### src/rtl/btn_matrix_scanner.sv
// Row-scanning driver and debouncer for the 5x4 button matrix.
// Drives one row low at a time, samples the synchronized columns at the end
// of each row slot, debounces every key and emits one-cycle press events.
module btn_matrix_scanner #(
    parameter int ROWS           = 5,
    parameter int COLS           = 4,
    parameter int SCAN_DIV       = 50000,
    parameter int DEBOUNCE_SCANS = 4
) (
    input  logic                 clk,
    input  logic                 rst,
    output logic [ROWS-1:0]      btn_x,
    input  logic [COLS-1:0]      btn_y,
    output logic [ROWS*COLS-1:0] key_state,
    output logic [ROWS*COLS-1:0] key_press,
    output logic                 key_valid,
    output logic [4:0]           key_code
);

    localparam int KEYS  = ROWS * COLS;
    localparam int DIV_W = $clog2(SCAN_DIV);
    localparam int ROW_W = (ROWS > 1) ? $clog2(ROWS) : 1;
    localparam int CNT_W = $clog2(DEBOUNCE_SCANS + 1);

    logic [DIV_W-1:0] div_q, div_d;
    logic [ROW_W-1:0] row_q, row_d;
    logic [ROWS-1:0]  btn_x_q, btn_x_d;
    logic [COLS-1:0]  sync1_q, sync2_q;
    logic [CNT_W-1:0] cnt_q [KEYS];
    logic [CNT_W-1:0] cnt_d [KEYS];
    logic [KEYS-1:0]  key_state_q, key_state_d;
    logic [KEYS-1:0]  key_press_q, key_press_d;
    logic             key_valid_q, key_valid_d;
    logic [4:0]       key_code_q, key_code_d;
    logic             sample_en;

    // Row-slot timer and row pointer; the sample strobe closes each slot.
    always_comb begin
        // NOTE: every combinational output gets a default first so no path leaves it unassigned (no latch).
        div_d     = div_q + 1'b1;
        row_d     = row_q;
        sample_en = (div_q == DIV_W'(SCAN_DIV - 1));
        if (sample_en) begin
            div_d = '0;
            row_d = (row_q == ROW_W'(ROWS - 1)) ? '0 : row_q + 1'b1;
        end
        btn_x_d = ~(ROWS'(1) << row_d);
    end

    // Per-key debounce for the row being sampled, plus press-event encoding.
    always_comb begin
        key_state_d = key_state_q;
        key_press_d = '0;
        cnt_d       = cnt_q;
        key_code_d  = '0;
        if (sample_en) begin
            for (int r = 0; r < ROWS; r++) begin
                if (ROW_W'(r) == row_q) begin
                    for (int c = 0; c < COLS; c++) begin
                        // Columns are active-low: a low column means the key is down.
                        if (!sync2_q[c] == key_state_q[r*COLS+c]) begin
                            cnt_d[r*COLS+c] = '0;
                        end else if (cnt_q[r*COLS+c] == CNT_W'(DEBOUNCE_SCANS - 1)) begin
                            cnt_d[r*COLS+c]       = '0;
                            key_state_d[r*COLS+c] = !sync2_q[c];
                            key_press_d[r*COLS+c] = !sync2_q[c];
                        end else begin
                            cnt_d[r*COLS+c] = cnt_q[r*COLS+c] + 1'b1;
                        end
                    end
                end
            end
        end
        key_valid_d = |key_press_d;
        // Scan downward so the lowest set index wins.
        for (int i = KEYS - 1; i >= 0; i--) begin
            if (key_press_d[i]) key_code_d = 5'(i);
        end
    end

    // State registers, column synchronizer and registered outputs.
    always_ff @(posedge clk or posedge rst) begin
        if (rst) begin
            div_q       <= '0;
            row_q       <= '0;
            btn_x_q     <= ~ROWS'(1);
            sync1_q     <= '1;
            sync2_q     <= '1;
            key_state_q <= '0;
            key_press_q <= '0;
            key_valid_q <= 1'b0;
            key_code_q  <= '0;
            // NOTE: the counter array is real per-key state, so every entry is reset, not left to power-up.
            for (int k = 0; k < KEYS; k++) cnt_q[k] <= '0;
        end else begin
            // NOTE: non-blocking updates so every register sees the pre-edge values of the others.
            div_q       <= div_d;
            row_q       <= row_d;
            btn_x_q     <= btn_x_d;
            sync1_q     <= btn_y;
            sync2_q     <= sync1_q;
            key_state_q <= key_state_d;
            key_press_q <= key_press_d;
            key_valid_q <= key_valid_d;
            key_code_q  <= key_code_d;
            for (int k = 0; k < KEYS; k++) cnt_q[k] <= cnt_d[k];
        end
    end

    assign btn_x     = btn_x_q;
    assign key_state = key_state_q;
    assign key_press = key_press_q;
    assign key_valid = key_valid_q;
    assign key_code  = key_code_q;

endmodule

### config.mk
export PLATFORM = sky130hd
export DESIGN_NAME = btn_matrix_scanner
export DESIGN_NICKNAME = d
export VERILOG_FILES = /design/src/rtl/btn_matrix_scanner.sv
export SDC_FILE = /design/constraint.sdc
export NUM_CORES = 1
export LEC_CHECK = 0
export CAP_MARGIN = 20
export CORE_MARGIN = 2
export CORE_UTILIZATION = 52
export CTS_CLUSTER_DIAMETER = 80
export DETAILED_ROUTE_END_ITERATION = 16
export PLACE_DENSITY = 0.87
export REMOVE_ABC_BUFFERS = 1
export SYNTH_ARGS = -nofsm -noshare
export SYNTH_HDL_FRONTEND = slang
export SYNTH_SLANG_ARGS = --single-unit
### constraint.sdc
create_clock -name clk -period 4.8 [get_ports clk]
set_input_delay 0.96 -clock clk [delete_from_list [all_inputs] [get_ports clk]]
set_output_delay 0.96 -clock clk [all_outputs]
set_load 0.01 [all_outputs]
==> results of run 1 <==
-- kinds of logic after synthesis --
group / count (synthesis) / share of synthesized area (%)
and+or+nand+nor: 267 / 21.6
muxes: 6 / 0.930
AOI/OAI and AO/OA: 111 / 11.1
xor gates and xnor gates: 33 / 4.48
DFF: 138 / 53.7
buffers and inverters: 45 / 3.16
adders and majority gates: 26 / 5.04
-- layout by cell type, fill, tap and decap left out, drive strengths merged, types with 2 or more instances in the layout --
master         instances
clkdlybuf4s50         56
nor2b                 22
nand2                 77
and2                   5
a21o                   6
nor4b                  6
clkinv                 3
xnor2                  4
or4b                   3
inv                   21
a41o                   2
a21oi                  7
nor2                  60
dfrtp                126
mux2i                  6
ha                    26
nand2b                21
nor3b                  3
o31ai                 16
dfstp                 12
nand4                  4
clkbuf                28
o22ai                  3
xor2                  29
o21a                  20
nand3b                 4
nor3                   9
nand3                 27
or3                   14
o21ai                 47
and4bb                 2
a32oi                  2
and3                   6
-- Yosys cell counts (3+ instances only) --
master | count | area share, %
buf_2 | 9 | 0.70
nand3_1 | 24 | 1.9
a21o_1 | 6 | 0.70
xnor2_1 | 4 | 0.54
o21ai_0 | 46 | 3.6
ha_1 | 26 | 5.0
nor2b_1 | 21 | 2.0
nor2_1 | 59 | 3.4
and2_1 | 5 | 0.48
o21a_1 | 20 | 2.3
clkbuf_1 | 7 | 0.41
nand3b_1 | 4 | 0.47
xor2_1 | 29 | 3.9
o31ai_1 | 16 | 1.9
nand2b_1 | 21 | 2.0
dfstp_2 | 12 | 4.9
and3_1 | 6 | 0.58
nor3_1 | 8 | 0.62
nor4b_1 | 5 | 0.68
nor3b_1 | 3 | 0.35
buf_1 | 3 | 0.17
inv_1 | 21 | 1.2
nand2_1 | 76 | 4.4
o22ai_1 | 3 | 0.29
a21oi_1 | 6 | 0.47
mux2i_1 | 6 | 0.93
or3_1 | 14 | 1.4
nand4_1 | 4 | 0.39
dfrtp_1 | 126 | 49
-- worst paths after layout --
path	from	to	depth (start not counted)
setup / recovery	div_q[0]	key_code[3]	7
hold / removal	sync1_q[3]	sync2_q[3]	0
setup reg to reg	div_q[0]	key_code[3]	7
hold reg to reg	sync1_q[3]	sync2_q[3]	0
max in group asynchronous	rst	key_press[17]	3
min in group asynchronous	rst	cnt_q[59]	2
-- per-layer routing --
metal | GRT usage (%) | share of wire, % | vias up
met3 | 6.33 | 5.9 | 30
met1 | 28.7 | 42 | 2352
li1 | - | - | 2247
met2 | 38.2 | 50 | 156
met4 | 8.03 | 2.1 | 0
met5 | 0 | 0 | -
-- worst max-delay path, cell delays in order (launching register included) --
cell	delay (ps)
dfrtp_1	370
ha_1	210
and3_1	320
and4_1	700
nand2_1	600
a41oi_1	500
nor2b_4	90
nor3_2	220
-- where the power goes --
part,switching (W),internal (W)
registers,0.0000115,0.00117
logic,0.0000355,0.0000134
clock network,0.000454,0.000736
-- flip-flops by register name, summed over array words and instances, names as in the netlist --
name and flops:
key_valid 1, btn_x 5, cnt_q 60, row_q 3, key_press 20, key_state 20
key_code 5, sync2_q 4, sync1_q 4, div_q 16
-- metrics by stage --
stage	total power [W]	worst slack, ps	utilization [%]	instance area (um^2)	hold slack [ps]
final	0.00242	1710	63.5	7650	354
after CTS	0.00244	1760	63.5	7650	355
after floorplan	0.00123	164	-	6330	345
after global placement	0.00125	1950	59.1	7120	346
after detailed placement	0.00125	1760	59.1	7120	347
after global routing	0.00250	1450	63.5	7650	361
-- area by class of cell --
class                           instances  area (um^2)  area share [%]
Sequential cell                       138         3470            45.3
Multi-Input combinational cell        443         2780            36.4
Timing Repair Buffer                   57          581            7.58
Clock buffer                           28          487            6.36
Tap cell                              168          210            2.75
Inverter                               21         81.3            1.06
Clock inverter                          4         45.0           0.588
==> results.sh, run 1 <==
export IMPL_routedWlPerCell_um=16.3
export IMPL_synth_ff_type="dfrtp_1"
export IMPL_cts_root_buf="clkbuf_16"
export IMPL_ys_types=58
export IMPL_row_count=40
export IMPL_gp_congestion=0.868
export IMPL_tightest_slew_ps=937
export IMPL_insertion_delay_ps=430
export IMPL_path_class="flip-flop to flip-flop"
export IMPL_pin_count=57
export IMPL_nNetsFinal=710
export IMPL_dp_hpwl_mm=9.56
export IMPL_ctsHoldBuffers=0
export IMPL_grt_start_max_net_pins=77
export IMPL_synthCells=626
export IMPL_crit_path_end_kind="flip-flop"
export IMPL_die_area_um2=13300
export IMPL_antenna_cells=0
export IMPL_setup_tns_ps=0
export IMPL_clk_pin_slew_ps=60
export IMPL_ir_drop_mv=0.227
export IMPL_postCtsSetupBuffers=0
export IMPL_grt_pass1_vias=4740
export IMPL_post_place_cells=827
export IMPL_port_buffers=56
export IMPL_cts_max_path_buffers=2
export IMPL_report_final_slew_viol_count=0
export IMPL_path_max_fanout=21
export IMPL_leakage_nw=3.65
export IMPL_totalWireLength_mm=14.0
export IMPL_fin_crit_ps=3090
export IMPL_yosysWarnings=0
export IMPL_async_flop_share_pct=100
export IMPL_gr_total_overflow=0
export IMPL_fin_skew_ps=9.87
export IMPL_dr_first_iter_drc_count=367
export IMPL_syn2layout_area_growth_pct=18.6
export IMPL_cts_resized=0
export IMPL_crit_required_ps=5140
export IMPL_post_route_period_util_pct=64.5
export IMPL_cts_tree="yes"
export IMPL_die_w_um=115
export IMPL_syn_area_um2=6450
export IMPL_ys_seq_area_share_pct=53.7
export IMPL_powerDensity_nw_per_um2=316
export IMPL_cts_buffers=17
export IMPL_status="completed"
export IMPL_rsz0062_at_grt="false"
export IMPL_r2r_slack_ps=1710
export IMPL_core_area_um2=12100
export IMPL_ys_ff_latch=138
export IMPL_hp_class="flip-flop to flip-flop"
export IMPL_synth_edf_count=0
export IMPL_fmax_mhz=323
export IMPL_ant_nets=0
export IMPL_cts_num_sinks=138
export IMPL_drc=0
export IMPL_syn_area_per_cell_um2=10.3
export IMPL_grt_pass1_wl_mm=23.2
export IMPL_die_y_um=115
export IMPL_max_slew_margin_pct=37.3
export IMPL_via_per_inst=5.57
export IMPL_setup_viol=0
export IMPL_drive_above_1_share_pct=7.38
export IMPL_final_cells=859
export IMPL_cp_start_kind="flip-flop"
export IMPL_drtPass1Iterations=5
export IMPL_initial_utilization_pct=53.5
export IMPL_htreeDepth=4
export IMPL_antenna_found_initial=0
export IMPL_nFillCells=940
export IMPL_track_usage_pct=22.8
export IMPL_vias=4785
export IMPL_max_cap_violations=0
export IMPL_hold_viol_final=0
export IMPL_cp_arrival_ps=3430
Power figures use the tool's default switching activity.
==> run 2: changes to the inputs <==
==> constraint.sdc (replaced) <==
create_clock -name clk -period 2.5 [get_ports clk]
set_input_delay 0.5 -clock clk [delete_from_list [all_inputs] [get_ports clk]]
set_output_delay 0.5 -clock clk [all_outputs]
set_load 0.01 [all_outputs]
==> results.sh, run 2 (synthesized netlist as in run 1, its figures left out) <==
export IMPL_drtPass1Iterations=7
export IMPL_htreeDepth=4
export IMPL_totalWireLength_mm=14.7
export IMPL_path_class="flip-flop to flip-flop"
export IMPL_die_w_um=115
export IMPL_cts_buffers=17
export IMPL_fmax_mhz=436
export IMPL_clk_pin_slew_ps=50
export IMPL_grt_start_max_net_pins=76
export IMPL_multiInputGateArea_um2=2780
export IMPL_setup_viol=0
export IMPL_cts_tree="yes"
export IMPL_syn2layout_area_growth_pct=19.9
export IMPL_grt_pass1_vias=5030
export IMPL_crit_path_end_kind="flip-flop"
export IMPL_powerDensity_nw_per_um2=598
export IMPL_antenna_cells=0
export IMPL_drive_above_1_share_pct=9.57
export IMPL_cts_root_buf="clkbuf_16"
export IMPL_cts_num_sinks=138
export IMPL_ir_drop_mv=0.507
export IMPL_final_core_util_pct=64.2
export IMPL_crit_required_ps=2850
export IMPL_largest_reg_flops=60
export IMPL_initial_utilization_pct=53.5
export IMPL_power_w=0.00463
export IMPL_die_y_um=115
export IMPL_pin_count=57
export IMPL_post_route_period_util_pct=91.7
export IMPL_dp_slack_ps=199
export IMPL_ant_nets=0
export IMPL_path_max_fanout=35
export IMPL_insertion_delay_ps=420
export IMPL_core_area_um2=12100
export IMPL_layout_cells_most_common="dfrtp_1"
export IMPL_layout_setup_ws_ps=207
export IMPL_die_area_um2=13300
export IMPL_leakage_nw=3.71
export IMPL_dp_hpwl_mm=9.82
export IMPL_max_cap_violations=0
export IMPL_seqPwrFrac_pct=49.0
export IMPL_antenna_found_initial=0
export IMPL_rsz0062_at_grt="false"
export IMPL_placed_area_um2=7200
export IMPL_hp_class="flip-flop to flip-flop"
export IMPL_nNetsFinal=719
export IMPL_postCtsSetupBuffers=0
export IMPL_gp_congestion=0.840
export IMPL_routedWlPerCell_um=16.9
export IMPL_status="completed"
export IMPL_final_area_um2=7740
export IMPL_layout_common_cells="126 x dfrtp_1, 76 x nand2_1, 59 x nor2_1"
export IMPL_hold_viol_final=0
export IMPL_dr_first_iter_drc_count=439
export IMPL_switching_share_pct=21.4
export IMPL_seq_area_um2=3470
export IMPL_vias=4898
export IMPL_port_buffers=56
export IMPL_gr_total_overflow=0
export IMPL_grt_pass1_wl_mm=24.2
export IMPL_row_count=40
export IMPL_cp_start_kind="flip-flop"
export IMPL_pwr_share_comb_pct=2.3
export IMPL_report_final_slew_viol_count=0
export IMPL_max_slew_margin_pct=64.4
export IMPL_hold_slack_ps=356
export IMPL_cp_arrival_ps=2650
export IMPL_largest_register="cnt_q"
export IMPL_nFillCells=916
export IMPL_clkPwrFrac_pct=48.8
export IMPL_via_per_inst=5.64
export IMPL_power_switching_w=0.000991
export IMPL_fin_crit_ps=2290
export IMPL_drc=0
export IMPL_tightest_slew_ps=530
export IMPL_fin_skew_ps=9.37
export IMPL_track_usage_pct=23.8
export IMPL_cts_max_path_buffers=2
export IMPL_p_int_w=0.00364
run 2: changes by cell type in the layout (fill, tap and decap cells not counted):
cell	before	now
and4_1	1	0
and4_2	0	1
buf_12	1	2
buf_4	0	8
bufinv_16	1	0
clkbuf_1	9	3
clkbuf_8	2	4
clkinv_2	3	6
clkinvlp_4	0	2
run 2: final cells by class:
type	instances	share of cell area [%]
clock buffers	24	6.35
flip-flops and latches	138	44.8
well taps	168	2.72
inverters	21	1.05
repair buffers	66	8.53
multi-input cells	443	36.0
clock inverters	8	0.582
run 2: per-stage QoR:
step                      TNS [ps]  std cells
after floorplan            -219350        602
after detailed placement         0        836
final                            0        868
after global placement           0        836
after CTS                        0        868
after global routing             0        868
run 2: layer usage:
layer  vias up  part of all wire (%)  global-route usage (%)  routed length, um
li1       2262                     -                       -                  -
met1      2452                    40                    28.0               5860
met2       149                    52                    41.2               7570
met3        35                   5.7                    7.01                829
met4         0                   2.7                    9.08                396
met5         -                     0                       0                  0
run 2: worst max-delay path, stage by stage (launching register included):
cell and delay [ps]:
dfrtp_1 380, ha_1 190, and3_1 320, and4_2 420, nand3_4 320, nor4b_1 470, a21o_1 120
run 2: final timing paths:
path | startpoint | slack, ps | cells past startpoint | end
max in group asynchronous | rst | 1620 | 3 | cnt_q[8]
min in group asynchronous | rst | 480 | 2 | sync1_q[3]
worst min register to register | sync1_q[0] | 360 | 0 | sync2_q[0]
worst max register to register | div_q[0] | 210 | 6 | cnt_q[54]
worst max-delay path | div_q[0] | 210 | 6 | cnt_q[54]
worst min-delay path | sync1_q[0] | 360 | 0 | sync2_q[0]
run 2: what timing repair did:
action                                  4_1_cts  5_1_grt
endpoints found under the setup margin        0        1
gates resized for setup                       0        1
hold buffers                                  0        0
run 2: power by group through the flow:
stage	registers [W]	logic [W]	clock network [W]
after floorplan	0.00230	0.0000650	0
after global placement	0.00230	0.000101	0
after detailed placement	0.00231	0.000107	0
after CTS	0.00227	0.000108	0.00228
after global routing	0.00227	0.000122	0.00237
final	0.00227	0.000105	0.00226
==> run 3: changes to the inputs <==
--- a/config.mk
+++ b/config.mk
@@ -5,12 +5,11 @@
 export SDC_FILE = /design/constraint.sdc
 export NUM_CORES = 1
 export LEC_CHECK = 0
-export CAP_MARGIN = 20
 export CORE_MARGIN = 2
 export CORE_UTILIZATION = 52
 export CTS_CLUSTER_DIAMETER = 80
 export DETAILED_ROUTE_END_ITERATION = 16
-export PLACE_DENSITY = 0.87
+export PLACE_DENSITY = 0.76
 export REMOVE_ABC_BUFFERS = 1
 export SYNTH_ARGS = -nofsm -noshare
 export SYNTH_HDL_FRONTEND = slang
==> constraint.sdc (replaced) <==
create_clock -name clk -period 2.5 [get_ports clk]
set_input_delay 0.75 -clock clk [delete_from_list [all_inputs] [get_ports clk]]
set_output_delay 0.75 -clock clk [all_outputs]
set_load 0.01 [all_outputs]
==> results.sh, run 3 (synthesized netlist as in run 1, its figures left out) <==
export IMPL_reg2reg_to="cnt_q[36]"
export IMPL_insertion_delay_ps=420
export IMPL_post_route_period_util_pct=90.9
export IMPL_max_cap_violations=0
export IMPL_r2r_slack_ps=230
export IMPL_setup_viol=0
export IMPL_grt_pass1_wl_mm=22.1
export IMPL_pin_count=57
export IMPL_die_y_um=115
export IMPL_fmax_mhz=440
export IMPL_layout_cells_most_common="dfrtp_1"
export IMPL_placed_area_um2=7230
export IMPL_via_per_inst=5.37
export IMPL_tightest_slew_ps=503
export IMPL_ctsHoldBuffers=0
export IMPL_dp_hpwl_mm=9.22
export IMPL_path_max_fanout=27
export IMPL_cts_max_path_buffers=2
export IMPL_powerDensity_nw_per_um2=638
export IMPL_clk_pin_slew_ps=60
export IMPL_port_buffers=56
export IMPL_grt_pass1_vias=4540
export IMPL_ant_nets=0
export IMPL_cp_endpoint="cnt_q[36]"
export IMPL_syn2layout_area_growth_pct=21.7
export IMPL_drtPass1Iterations=5
export IMPL_cp_start_kind="flip-flop"
export IMPL_vias=4674
export IMPL_crit_path_end_kind="flip-flop"
export IMPL_layout_setup_ws_ps=227
export IMPL_die_w_um=115
export IMPL_routedWlPerCell_um=15.2
export IMPL_drc=0
export IMPL_antenna_found_initial=0
export IMPL_crit_required_ps=2860
export IMPL_report_final_slew_viol_count=0
export IMPL_grt_start_max_net_pins=50
export IMPL_fin_crit_ps=2270
export IMPL_cts_num_sinks=138
export IMPL_largest_reg_flops=60
export IMPL_largest_register="cnt_q"
export IMPL_postCtsSetupBuffers=0
export IMPL_antenna_cells=0
export IMPL_row_count=40
export IMPL_fin_skew_ps=11.0
export IMPL_rsz0062_at_grt="false"
export IMPL_gp_congestion=0.819
export IMPL_rr_worst_depth=8
export IMPL_hold_slack_ps=355
export IMPL_max_slew_margin_pct=66.2
export IMPL_gr_total_overflow=0
export IMPL_final_area_um2=7860
export IMPL_drive_above_1_share_pct=10.1
export IMPL_dr_first_iter_drc_count=322
export IMPL_cts_root_buf="clkbuf_16"
export IMPL_hp_class="flip-flop to flip-flop"
export IMPL_path_class="flip-flop to flip-flop"
export IMPL_dp_slack_ps=245
export IMPL_hold_viol_final=0
export IMPL_core_area_um2=12100
export IMPL_ir_drop_mv=0.440
export IMPL_cts_resized=0
export IMPL_cp_arrival_ps=2630
export IMPL_cts_buffers=17
export IMPL_final_core_util_pct=65.1
export IMPL_setup_tns_ps=0
export IMPL_htreeDepth=4
export IMPL_timing_critical_path_from="div_q[0]"
export IMPL_rr_startpoint="div_q[0]"
export IMPL_leakage_nw=3.77
export IMPL_layout_common_cells="126 x dfrtp_1, 76 x nand2_1, 59 x nor2_1"
export IMPL_track_usage_pct=21.6
export IMPL_nNetsFinal=722
export IMPL_cts_tree="yes"
export IMPL_initial_utilization_pct=53.5
export IMPL_totalWireLength_mm=13.3
export IMPL_status="completed"
export IMPL_nFillCells=915
export IMPL_die_area_um2=13300
run 3: power breakdown:
part | internal (W) | switching (W)
Clock | 0.00172 | 0.000919
Combinational | 0.0000332 | 0.0000746
Sequential | 0.00225 | 0.0000180
Total | 0.00400 | 0.00101
run 3: through the flow:
stage | power, W | instances
global route | 0.00519 | 871
global placement | 0.00241 | 839
detailed placement | 0.00241 | 839
finish | 0.00501 | 871
floorplan | 0.00236 | 602
CTS | 0.00506 | 871
run 3: per-layer routing:
metal	routed length (um)	up-vias	part of all wire, %	GRT usage, %
met5	0	-	0	0
met1	6100	2278	46	28.2
met2	6480	105	49	35.4
met3	599	13	4.5	6.43
met4	96	0	0.72	5.78
li1	-	2278	-	-
run 3: layout make-up:
type	instances	area, um^2	share of cell area [%]
repair buffers	69	683	8.70
clock buffers	20	457	5.81
flip-flops and latches	138	3470	44.2
clock inverters	12	170	2.17
multi-input cells	443	2780	35.4
well taps	168	210	2.68
inverters	21	83.8	1.07
run 3: worst min path at each step:
| stage | from | end | slack, ps | cells past startpoint |
|---|---|---|---|---|
| 6_report | sync1_q[0] | sync2_q[0] | 350 | 0 |
| 5_1_grt | sync1_q[0] | sync2_q[0] | 360 | 0 |
| 4_1_cts | sync1_q[0] | sync2_q[0] | 350 | 0 |
| 3_5_place_dp | sync1_q[0] | sync2_q[0] | 350 | 0 |
| 3_3_place_gp | sync1_q[2] | sync2_q[2] | 350 | 0 |
| 2_1_floorplan | sync1_q[0] | sync2_q[0] | 350 | 0 |
run 3: critical path: stages (launching register included):
cell and delay, ps:
dfrtp_1 370, ha_1 190, and3_1 310, and4_1 260, buf_4 190, nand3_2 120, buf_4 250, nor4b_1 390
a21o_1 140
